==> src/rtl/credit_xbar_pkg.sv <==
// Shared width helpers and arbiter lock state for the credit-limited duplex crossbar.
package credit_xbar_pkg;

  // Index width, at least 1 bit so single-port configurations still have a port.
  function automatic int unsigned idx_w(input int unsigned n);
    return (n > 1) ? $clog2(n) : 1;
  endfunction

  function automatic int unsigned cnt_w(input int unsigned max_val);
    return $clog2(max_val + 1);
  endfunction

  typedef enum logic {LockIdle, LockHeld} lock_e;

endpackage

==> src/rtl/credit_duplex_xbar_if.sv <==
// Initiator- and target-side bundles of the duplex crossbar.
interface credit_duplex_xbar_if #(
  parameter int unsigned NumIn         = 4,
  parameter int unsigned NumOut        = 4,
  parameter int unsigned ReqDataWidth  = 32,
  parameter int unsigned RespDataWidth = 32
);
  localparam int unsigned InW  = credit_xbar_pkg::idx_w(NumIn);
  localparam int unsigned OutW = credit_xbar_pkg::idx_w(NumOut);

  logic [NumIn-1:0]                     req_valid_i;
  logic [NumIn-1:0]                     req_ready_o;
  logic [NumIn-1:0][OutW-1:0]           req_tgt_addr_i;
  logic [NumIn-1:0][ReqDataWidth-1:0]   req_wdata_i;
  logic [NumIn-1:0]                     resp_valid_o;
  logic [NumIn-1:0]                     resp_ready_i;
  logic [NumIn-1:0][RespDataWidth-1:0]  resp_rdata_o;
  logic [NumIn-1:0]                     resp_err_o;

  logic [NumOut-1:0]                    req_valid_o;
  logic [NumOut-1:0]                    req_ready_i;
  logic [NumOut-1:0][InW-1:0]           req_ini_addr_o;
  logic [NumOut-1:0][ReqDataWidth-1:0]  req_wdata_o;
  logic [NumOut-1:0]                    resp_valid_i;
  logic [NumOut-1:0]                    resp_ready_o;
  logic [NumOut-1:0][InW-1:0]           resp_ini_addr_i;
  logic [NumOut-1:0][RespDataWidth-1:0] resp_rdata_i;

  modport slave (
    input  req_valid_i, req_tgt_addr_i, req_wdata_i, resp_ready_i,
    input  req_ready_i, resp_valid_i, resp_ini_addr_i, resp_rdata_i,
    output req_ready_o, resp_valid_o, resp_rdata_o, resp_err_o,
    output req_valid_o, req_ini_addr_o, req_wdata_o, resp_ready_o
  );

  modport master (
    output req_valid_i, req_tgt_addr_i, req_wdata_i, resp_ready_i,
    output req_ready_i, resp_valid_i, resp_ini_addr_i, resp_rdata_i,
    input  req_ready_o, resp_valid_o, resp_rdata_o, resp_err_o,
    input  req_valid_o, req_ini_addr_o, req_wdata_o, resp_ready_o
  );

endinterface

==> src/rtl/rr_lock_arbiter.sv <==
// Round-robin arbiter whose grant stays locked on one requester until the handshake completes.
module rr_lock_arbiter import credit_xbar_pkg::*; #(
  parameter int unsigned NumReq    = 4,
  parameter int unsigned DataWidth = 32
) (
  input  logic                              clk_i,
  input  logic                              rst_i,
  input  logic [NumReq-1:0]                 req_i,
  input  logic [NumReq-1:0][DataWidth-1:0]  data_i,
  input  logic                              ready_i,
  output logic                              valid_o,
  output logic [idx_w(NumReq)-1:0]          idx_o,
  output logic [DataWidth-1:0]              data_o
);
  localparam int unsigned IdxW = idx_w(NumReq);

  lock_e           state_q, state_d;
  logic [IdxW-1:0] lock_q, lock_d, ptr_q, ptr_d, pick, gnt, cand;
  logic            found;

  function automatic logic [IdxW-1:0] wrap_inc(input logic [IdxW-1:0] x);
    return IdxW'((32'(x) + 32'd1) % NumReq);
  endfunction

  always_comb begin
    found = 1'b0;
    pick  = '0;
    cand  = '0;
    for (int k = 0; k < NumReq; k++) begin
      cand = IdxW'((32'(ptr_q) + 32'(k)) % NumReq);
      if (!found && req_i[cand]) begin
        found = 1'b1;
        pick  = cand;
      end
    end
  end

  assign gnt     = (state_q == LockHeld) ? lock_q : pick;
  assign valid_o = !rst_i && ((state_q == LockHeld) || found);
  assign idx_o   = gnt;
  assign data_o  = data_i[gnt];

  always_comb begin
    state_d = state_q;
    lock_d  = lock_q;
    ptr_d   = ptr_q;
    case (state_q)
      LockIdle: begin
        if (found) begin
          if (ready_i) begin
            ptr_d = wrap_inc(pick);
          end else begin
            state_d = LockHeld;
            lock_d  = pick;
          end
        end
      end
      LockHeld: begin
        if (ready_i) begin
          state_d = LockIdle;
          ptr_d   = wrap_inc(lock_q);
        end
      end
    endcase
  end

  always_ff @(posedge clk_i) begin
    if (rst_i) begin
      state_q <= LockIdle;
      lock_q  <= '0;
      ptr_q   <= '0;
    end else begin
      state_q <= state_d;
      lock_q  <= lock_d;
      ptr_q   <= ptr_d;
    end
  end

  // A locked requester must keep asserting its request until served.
  held_req_stable: assert property (@(posedge clk_i) disable iff (rst_i)
    (state_q == LockHeld) |-> req_i[lock_q]);

endmodule

==> src/rtl/sync_fifo.sv <==
// Synchronous FIFO without fall-through; full/empty come from registered occupancy only.
module sync_fifo import credit_xbar_pkg::*; #(
  parameter int unsigned Width = 8,
  parameter int unsigned Depth = 2
) (
  input  logic             clk_i,
  input  logic             rst_i,
  input  logic             push_i,
  input  logic [Width-1:0] din_i,
  input  logic             pop_i,
  output logic [Width-1:0] dout_o,
  output logic             full_o,
  output logic             empty_o
);
  localparam int unsigned PtrW = idx_w(Depth);
  localparam int unsigned CntW = cnt_w(Depth);

  logic [Depth-1:0][Width-1:0] mem_q;
  logic [PtrW-1:0]             wr_q, rd_q;
  logic [CntW-1:0]             cnt_q;
  logic                        do_push, do_pop;

  function automatic logic [PtrW-1:0] ptr_inc(input logic [PtrW-1:0] p);
    return (p == PtrW'(Depth - 1)) ? '0 : p + PtrW'(1);
  endfunction

  assign full_o  = (32'(cnt_q) == Depth);
  assign empty_o = (cnt_q == '0);
  assign do_push = push_i & ~full_o;
  assign do_pop  = pop_i & ~empty_o;
  assign dout_o  = mem_q[rd_q];

  always_ff @(posedge clk_i) begin
    if (rst_i) begin
      wr_q  <= '0;
      rd_q  <= '0;
      cnt_q <= '0;
    end else begin
      if (do_push) wr_q <= ptr_inc(wr_q);
      if (do_pop)  rd_q <= ptr_inc(rd_q);
      if (do_push && !do_pop)      cnt_q <= cnt_q + CntW'(1);
      else if (!do_push && do_pop) cnt_q <= cnt_q - CntW'(1);
    end
  end

  always_ff @(posedge clk_i) begin
    if (do_push) mem_q[wr_q] <= din_i;
  end

endmodule

==> src/rtl/credit_duplex_xbar.sv <==
// Credit-capped request crossbar with per-target response FIFOs and per-initiator response
// arbitration. resp_err_o pulses in the cycle a response is accepted by an idle initiator.
module credit_duplex_xbar import credit_xbar_pkg::*; #(
  parameter int unsigned NumIn          = 4,
  parameter int unsigned NumOut         = 4,
  parameter int unsigned ReqDataWidth   = 32,
  parameter int unsigned RespDataWidth  = 32,
  parameter int unsigned MaxOutstanding = 4,
  parameter int unsigned RespFifoDepth  = 2
) (
  input logic                 clk_i,
  input logic                 rst_i,
  credit_duplex_xbar_if.slave bus
);
  localparam int unsigned InW  = idx_w(NumIn);
  localparam int unsigned OutW = idx_w(NumOut);
  localparam int unsigned CntW = cnt_w(MaxOutstanding);
  localparam int unsigned EntW = InW + RespDataWidth;

  logic [NumIn-1:0][CntW-1:0]           outst_q, outst_d;
  logic [NumIn-1:0]                     below_cap, ini_ready, req_hs, resp_hs, resp_err;
  logic [NumOut-1:0][NumIn-1:0]         elig;
  logic [NumOut-1:0]                    tgt_valid;
  logic [NumOut-1:0][InW-1:0]           tgt_ini;
  logic [NumOut-1:0][ReqDataWidth-1:0]  tgt_wdata;

  logic [NumOut-1:0]                    fifo_full, fifo_empty, fifo_push, fifo_pop;
  logic [NumOut-1:0][EntW-1:0]          fifo_head;
  logic [NumOut-1:0][InW-1:0]           head_ini;
  logic [NumOut-1:0][RespDataWidth-1:0] head_data;
  logic [NumIn-1:0][NumOut-1:0]         cand;
  logic [NumIn-1:0]                     ini_valid;
  logic [NumIn-1:0][OutW-1:0]           ini_src;
  logic [NumIn-1:0][RespDataWidth-1:0]  ini_rdata;

  always_comb begin
    for (int i = 0; i < NumIn; i++) begin
      below_cap[i] = (32'(outst_q[i]) < MaxOutstanding);
    end
    for (int t = 0; t < NumOut; t++) begin
      for (int i = 0; i < NumIn; i++) begin
        elig[t][i] = bus.req_valid_i[i] && (bus.req_tgt_addr_i[i] == OutW'(t)) && below_cap[i];
      end
    end
  end

  for (genvar t = 0; t < NumOut; t++) begin : g_tgt
    rr_lock_arbiter #(
      .NumReq    (NumIn),
      .DataWidth (ReqDataWidth)
    ) u_req_arb (
      .clk_i   (clk_i),
      .rst_i   (rst_i),
      .req_i   (elig[t]),
      .data_i  (bus.req_wdata_i),
      .ready_i (bus.req_ready_i[t]),
      .valid_o (tgt_valid[t]),
      .idx_o   (tgt_ini[t]),
      .data_o  (tgt_wdata[t])
    );

    sync_fifo #(
      .Width (EntW),
      .Depth (RespFifoDepth)
    ) u_resp_fifo (
      .clk_i   (clk_i),
      .rst_i   (rst_i),
      .push_i  (fifo_push[t]),
      .din_i   ({bus.resp_ini_addr_i[t], bus.resp_rdata_i[t]}),
      .pop_i   (fifo_pop[t]),
      .dout_o  (fifo_head[t]),
      .full_o  (fifo_full[t]),
      .empty_o (fifo_empty[t])
    );

    assign fifo_push[t] = bus.resp_valid_i[t] & ~fifo_full[t] & ~rst_i;
    assign head_ini[t]  = fifo_head[t][EntW-1:RespDataWidth];
    assign head_data[t] = fifo_head[t][RespDataWidth-1:0];
  end

  always_comb begin
    ini_ready = '0;
    for (int i = 0; i < NumIn; i++) begin
      for (int t = 0; t < NumOut; t++) begin
        if (tgt_valid[t] && bus.req_ready_i[t] && (tgt_ini[t] == InW'(i))) ini_ready[i] = 1'b1;
      end
      ini_ready[i] = ini_ready[i] & below_cap[i];
    end
  end

  assign req_hs = bus.req_valid_i & ini_ready;

  always_comb begin
    for (int i = 0; i < NumIn; i++) begin
      for (int t = 0; t < NumOut; t++) begin
        cand[i][t] = !fifo_empty[t] && (head_ini[t] == InW'(i));
      end
    end
  end

  for (genvar i = 0; i < NumIn; i++) begin : g_ini
    rr_lock_arbiter #(
      .NumReq    (NumOut),
      .DataWidth (RespDataWidth)
    ) u_resp_arb (
      .clk_i   (clk_i),
      .rst_i   (rst_i),
      .req_i   (cand[i]),
      .data_i  (head_data),
      .ready_i (bus.resp_ready_i[i]),
      .valid_o (ini_valid[i]),
      .idx_o   (ini_src[i]),
      .data_o  (ini_rdata[i])
    );
  end

  assign resp_hs = ini_valid & bus.resp_ready_i;

  always_comb begin
    fifo_pop = '0;
    for (int t = 0; t < NumOut; t++) begin
      for (int i = 0; i < NumIn; i++) begin
        if (resp_hs[i] && (ini_src[i] == OutW'(t))) fifo_pop[t] = 1'b1;
      end
    end
  end

  // Counter saturates at zero; a stray response only raises the error pulse.
  always_comb begin
    for (int i = 0; i < NumIn; i++) begin
      outst_d[i]  = outst_q[i];
      resp_err[i] = resp_hs[i] && (outst_q[i] == '0);
      if (req_hs[i] && !resp_hs[i]) begin
        outst_d[i] = outst_q[i] + CntW'(1);
      end else if (!req_hs[i] && resp_hs[i] && (outst_q[i] != '0)) begin
        outst_d[i] = outst_q[i] - CntW'(1);
      end
    end
  end

  always_ff @(posedge clk_i) begin
    if (rst_i) outst_q <= '0;
    else       outst_q <= outst_d;
  end

  assign bus.req_valid_o    = tgt_valid;
  assign bus.req_ini_addr_o = tgt_ini;
  assign bus.req_wdata_o    = tgt_wdata;
  assign bus.req_ready_o    = ini_ready;
  assign bus.resp_valid_o   = ini_valid;
  assign bus.resp_rdata_o   = ini_rdata;
  assign bus.resp_err_o     = resp_err;
  assign bus.resp_ready_o   = ~fifo_full & {NumOut{~rst_i}};

endmodule
==> src/flat_wrapper.sv <==
// flat-port wrapper written by rule: the top's interface ports become plain ports
module credit_duplex_xbar_flat import credit_xbar_pkg::*;
#(
  parameter int unsigned NumIn          = 4,
  parameter int unsigned NumOut         = 4,
  parameter int unsigned ReqDataWidth   = 32,
  parameter int unsigned RespDataWidth  = 32,
  parameter int unsigned MaxOutstanding = 4,
  parameter int unsigned RespFifoDepth  = 2
)
  (clk_i, rst_i, bus_req_valid_i, bus_req_tgt_addr_i, bus_req_wdata_i, bus_resp_ready_i, bus_req_ready_i, bus_resp_valid_i, bus_resp_ini_addr_i, bus_resp_rdata_i, bus_req_ready_o, bus_resp_valid_o, bus_resp_rdata_o, bus_resp_err_o, bus_req_valid_o, bus_req_ini_addr_o, bus_req_wdata_o, bus_resp_ready_o);
  credit_duplex_xbar_if #(.NumIn(NumIn), .NumOut(NumOut), .ReqDataWidth(ReqDataWidth), .RespDataWidth(RespDataWidth)) bus_i ();
  input logic clk_i;
  input logic rst_i;
  input wire logic [$bits(bus_i.req_valid_i)-1:0] bus_req_valid_i;
  input wire logic [$bits(bus_i.req_tgt_addr_i)-1:0] bus_req_tgt_addr_i;
  input wire logic [$bits(bus_i.req_wdata_i)-1:0] bus_req_wdata_i;
  input wire logic [$bits(bus_i.resp_ready_i)-1:0] bus_resp_ready_i;
  input wire logic [$bits(bus_i.req_ready_i)-1:0] bus_req_ready_i;
  input wire logic [$bits(bus_i.resp_valid_i)-1:0] bus_resp_valid_i;
  input wire logic [$bits(bus_i.resp_ini_addr_i)-1:0] bus_resp_ini_addr_i;
  input wire logic [$bits(bus_i.resp_rdata_i)-1:0] bus_resp_rdata_i;
  output wire logic [$bits(bus_i.req_ready_o)-1:0] bus_req_ready_o;
  output wire logic [$bits(bus_i.resp_valid_o)-1:0] bus_resp_valid_o;
  output wire logic [$bits(bus_i.resp_rdata_o)-1:0] bus_resp_rdata_o;
  output wire logic [$bits(bus_i.resp_err_o)-1:0] bus_resp_err_o;
  output wire logic [$bits(bus_i.req_valid_o)-1:0] bus_req_valid_o;
  output wire logic [$bits(bus_i.req_ini_addr_o)-1:0] bus_req_ini_addr_o;
  output wire logic [$bits(bus_i.req_wdata_o)-1:0] bus_req_wdata_o;
  output wire logic [$bits(bus_i.resp_ready_o)-1:0] bus_resp_ready_o;
  assign bus_i.req_valid_i = bus_req_valid_i;
  assign bus_i.req_tgt_addr_i = bus_req_tgt_addr_i;
  assign bus_i.req_wdata_i = bus_req_wdata_i;
  assign bus_i.resp_ready_i = bus_resp_ready_i;
  assign bus_i.req_ready_i = bus_req_ready_i;
  assign bus_i.resp_valid_i = bus_resp_valid_i;
  assign bus_i.resp_ini_addr_i = bus_resp_ini_addr_i;
  assign bus_i.resp_rdata_i = bus_resp_rdata_i;
  assign bus_req_ready_o = bus_i.req_ready_o;
  assign bus_resp_valid_o = bus_i.resp_valid_o;
  assign bus_resp_rdata_o = bus_i.resp_rdata_o;
  assign bus_resp_err_o = bus_i.resp_err_o;
  assign bus_req_valid_o = bus_i.req_valid_o;
  assign bus_req_ini_addr_o = bus_i.req_ini_addr_o;
  assign bus_req_wdata_o = bus_i.req_wdata_o;
  assign bus_resp_ready_o = bus_i.resp_ready_o;
  credit_duplex_xbar #(.NumIn(NumIn), .NumOut(NumOut), .ReqDataWidth(ReqDataWidth), .RespDataWidth(RespDataWidth), .MaxOutstanding(MaxOutstanding), .RespFifoDepth(RespFifoDepth)) u_core (.clk_i(clk_i), .rst_i(rst_i), .bus(bus_i));
endmodule
==> config.mk <==
export PLATFORM = sky130hd
export DESIGN_NAME = credit_duplex_xbar_flat
export DESIGN_NICKNAME = d
export VERILOG_FILES = /design/src/rtl/credit_xbar_pkg.sv /design/src/rtl/credit_duplex_xbar_if.sv /design/src/rtl/rr_lock_arbiter.sv /design/src/rtl/sync_fifo.sv /design/src/rtl/credit_duplex_xbar.sv /design/src/flat_wrapper.sv
export SDC_FILE = /design/constraint.sdc
export NUM_CORES = 1
export LEC_CHECK = 0
export CORE_MARGIN = 5
export CORE_UTILIZATION = 51
export CTS_CLUSTER_SIZE = 16
export DETAILED_ROUTE_END_ITERATION = 8
export PLACE_DENSITY_LB_ADDON = 0.2
export SYNTH_ARGS = -nofsm -noshare
export SYNTH_HDL_FRONTEND = slang
export SYNTH_SLANG_ARGS = --single-unit
==> constraint.sdc <==
create_clock -name clk_i -period 5.9 [get_ports clk_i]
set_input_delay 0.885 -clock clk_i [delete_from_list [all_inputs] [get_ports clk_i]]
set_output_delay 0.885 -clock clk_i [all_outputs]
set_load 0.1 [all_outputs]
==> results.toml <==
[sta]
fin_worst_skew_ps = 12.28
period_share_pct = 89.00
relSlewSlack_pct = 21.12
rsz0062_at_grt = "false"
drv_slew = 0
setup_violations = 0
hold_viol_final = 0
worst_pin_slew_ps = 1178
final.min_clock_period_ps = 5251
setup_tns_ps = 0
fmax_mhz = 190.4

[floorplan]
io_pins = 574
coreArea_um2 = 45280
start_util_pct = 51.41
die_area_um2 = 50020
fp.dieW_um = 223.7
rows = 78
chipHeight_um = 223.7

[drt]
wl_met1_um = 32030
highest_layer = "met5"
drc = 0
routed_via_density = 6.078
met2_length_um = 41060
dr_wl_met3_um = 6136
vias = 18859
postRouteAntennaNets = 0
drt_pass1_iterations = 7
drt_iter0_drc = 1414
drt-total-wl_um = 82840
wl_per_cell_um = 26.70

[pwr]
p_leak_nw = 14.98
power.density_nw_per_um2 = 414.7
peakVddDrop_mv = 0.7112

[clocking]
numCtsBuffers = 38
cts_resized = 0
cts_num_sinks = 340
clock_latency_ps = 530
ctsLongestPathBuffers = 3
clk_pin_slew_ps = 50
htree_levels = 2
cts_tree = "yes"
cts-hold-fix-buffers = 0
postCtsSetupRepairBufs = 0
cts_root_buf = "clkbuf_16"

[global_routing]
grt_max_degree = 68
overflow = 0
grt_usage_pct = 31.13
grt_pass1_wl_um = 121100
antenna_found_initial = 19
grt_pass1_vias = 19222

[finish]
final_util_pct = 67.17
regArea_um2 = 9534
layout_commonest_cell = "mux2i_1"
mostFrequentLayoutCells = "mux2i_1, clkdlybuf4s50_1, buf_4"
fin_nets = 2790
drive_above_1_share_pct = 22.26
area_growth_pct = 30.64
num-fill-cells = 3368
multi_input_area_um2 = 13040
design_area_um2 = 30420

[yosys]
syn-cell-area_um2 = 23280
avgSynthCellArea_um2 = 11.95
syn_inst = 1948
async_reset_ff_share_pct = 0
yosysWarnings = 0
synth_edf_count = 272
synth_top_area_share_pct = 35.08
synth_cell_types = 79
synth-seq-cells = 340
seq_area_frac_synth_pct = 40.93
yosys-top-cells-area = "edfxtp_1, mux2i_1, mux2_2"
syn_nets = 2274
synth-main-ff-cell = "edfxtp_1"
yosysTopAreaCell = "edfxtp_1"

[place]
globalplace.congestion = 1.033
numPortBuffers = 573
place_area_um2 = 29170
dp_hpwl_um = 60730

[setup_path]
worstReg2RegStart = "u_core.g_tgt[0].u_resp_fifo.rd_q"
cpPeakStageDelay_ps = 600
path_cells = "clkdlybuf4s50_1, or4b_4, o221ai_1, a21o_1, nor2_1, a21oi_4, buf_12, mux2i_1, mux2i_1, buf_12"
crit_path_end_kind = "output pin"
path_class = "input pin to output pin"
crit_required_ps = 5020
crit_slowest_cell = "clkdlybuf4s50_1"
r2r-end = "u_core.g_tgt[1].u_resp_fifo.cnt_q[1]"
r2r_slack_ps = 1370
startpoint_type = "input pin"
critical_path_peak_fanout = 52
r2r_cells = 12
cp.arrival_ps = 4370

[status]
outcome = "complete, no violations"

[hold_path]
min_path_type = "flop to flop"
min_from = "u_core.g_ini[0].u_resp_arb.lock_q[1]"
holdPathEnd = "u_core.g_ini[0].u_resp_arb.lock_q[1]"
hold_depth = 2

[flow_run]
max-cap-violations = 0
per-layer routing:
layer  up-vias  GRT usage [%]
met2       794          54.79
li1       8515              -
met4        16          12.39
met3       182          7.784
met5         -              0
met1      9352          36.59
critical path: cells and delay by family:
family | cells | cell delay (ps)
buffers and inverters | 3 | 1210
muxes | 2 | 460
AOI/OAI and AO/OA | 3 | 1060
and+or+nand+nor | 2 | 640
cells in the mapped netlist, types with 10 or more instances:
library cell,instances
nor2_1,80
edfxtp_1,272
buf_1,12
ha_1,32
o21ai_0,30
buf_4,32
mux2i_1,802
buf_2,60
clkbuf_1,30
nand3_1,24
nor3_1,22
nand2_1,40
mux2_2,137
dfxtp_1,68
a21oi_1,42
inv_1,50
and3_1,10
xor2_1,13
or3_1,10
worst max path at each step:
stage	startpoint	end	slack, ps
after floorplan	bus_req_tgt_addr_i[4]	bus_req_ready_o[2]	10
after global placement	bus_req_valid_i[2]	bus_req_wdata_o[29]	880
after CTS	u_core.g_tgt[0].u_resp_fifo.rd_q	bus_resp_rdata_o[45]	730
final	bus_req_valid_i[2]	bus_req_wdata_o[4]	650
after detailed placement	bus_req_valid_i[3]	u_core.outst_q[4]	790
after global routing	bus_req_valid_i[3]	bus_req_ready_o[0]	500
sequential cells by signal (all words and copies together) (netlist names):
signal and count:
u_core.g_ini.u_resp_arb.lock_q 8, u_core.g_tgt.u_req_arb.lock_q 8, u_core.g_tgt.u_resp_fifo.cnt_q 8, u_core.outst_q 12, u_core.g_tgt.u_resp_fifo.mem_q 272, u_core.g_ini.u_resp_arb.state_q 4
u_core.g_tgt.u_resp_fifo.wr_q 4, u_core.g_tgt.u_resp_fifo.rd_q 4, u_core.g_ini.u_resp_arb.ptr_q 8, u_core.g_tgt.u_req_arb.state_q 4, u_core.g_tgt.u_req_arb.ptr_q 8
where the power goes:
part	internal (mW)	switching, mW
logic	1.85	5.54
registers	2.74	0.117
clock network	1.40	0.967
total	5.99	6.63
cell families after synthesis:
| group | after synthesis | share of synthesized area (%) |
|---|---|---|
| buffers and inverters | 186 | 3.869 |
| AOI/OAI and AO/OA | 171 | 5.315 |
| DFF | 340 | 40.93 |
| muxes | 939 | 41.11 |
| adders and majority gates | 36 | 2.064 |
| and+or+nand+nor | 261 | 6.148 |
| xor gates and xnor gates | 15 | 0.5643 |
layout make-up:
cell class,count,share of cell area [%]
Timing Repair Buffer,611,18.56
Clock buffer,48,3.353
Antenna cell,10,0.08227
Sequential cell,340,31.35
Clock inverter,21,0.6746
Inverter,51,0.6294
Multi-Input combinational cell,1422,42.89
Tap cell,600,2.468
metrics by stage:
stage / hold slack, ps / setup slack, ps / total power, mW / instances
2_1_floorplan: 436.0 / 12.74 / 8.479 / 1948
5_1_grt: 517.8 / 504.2 / 12.96 / 3102
6_report: 485.9 / 649.1 / 12.61 / 3103
3_5_place_dp: 470.3 / 786.7 / 10.26 / 3024
4_1_cts: 483.4 / 730.5 / 12.62 / 3093
3_3_place_gp: 460.8 / 880.6 / 10.19 / 3024
Note: power is estimated with default switching activity, not from simulation.
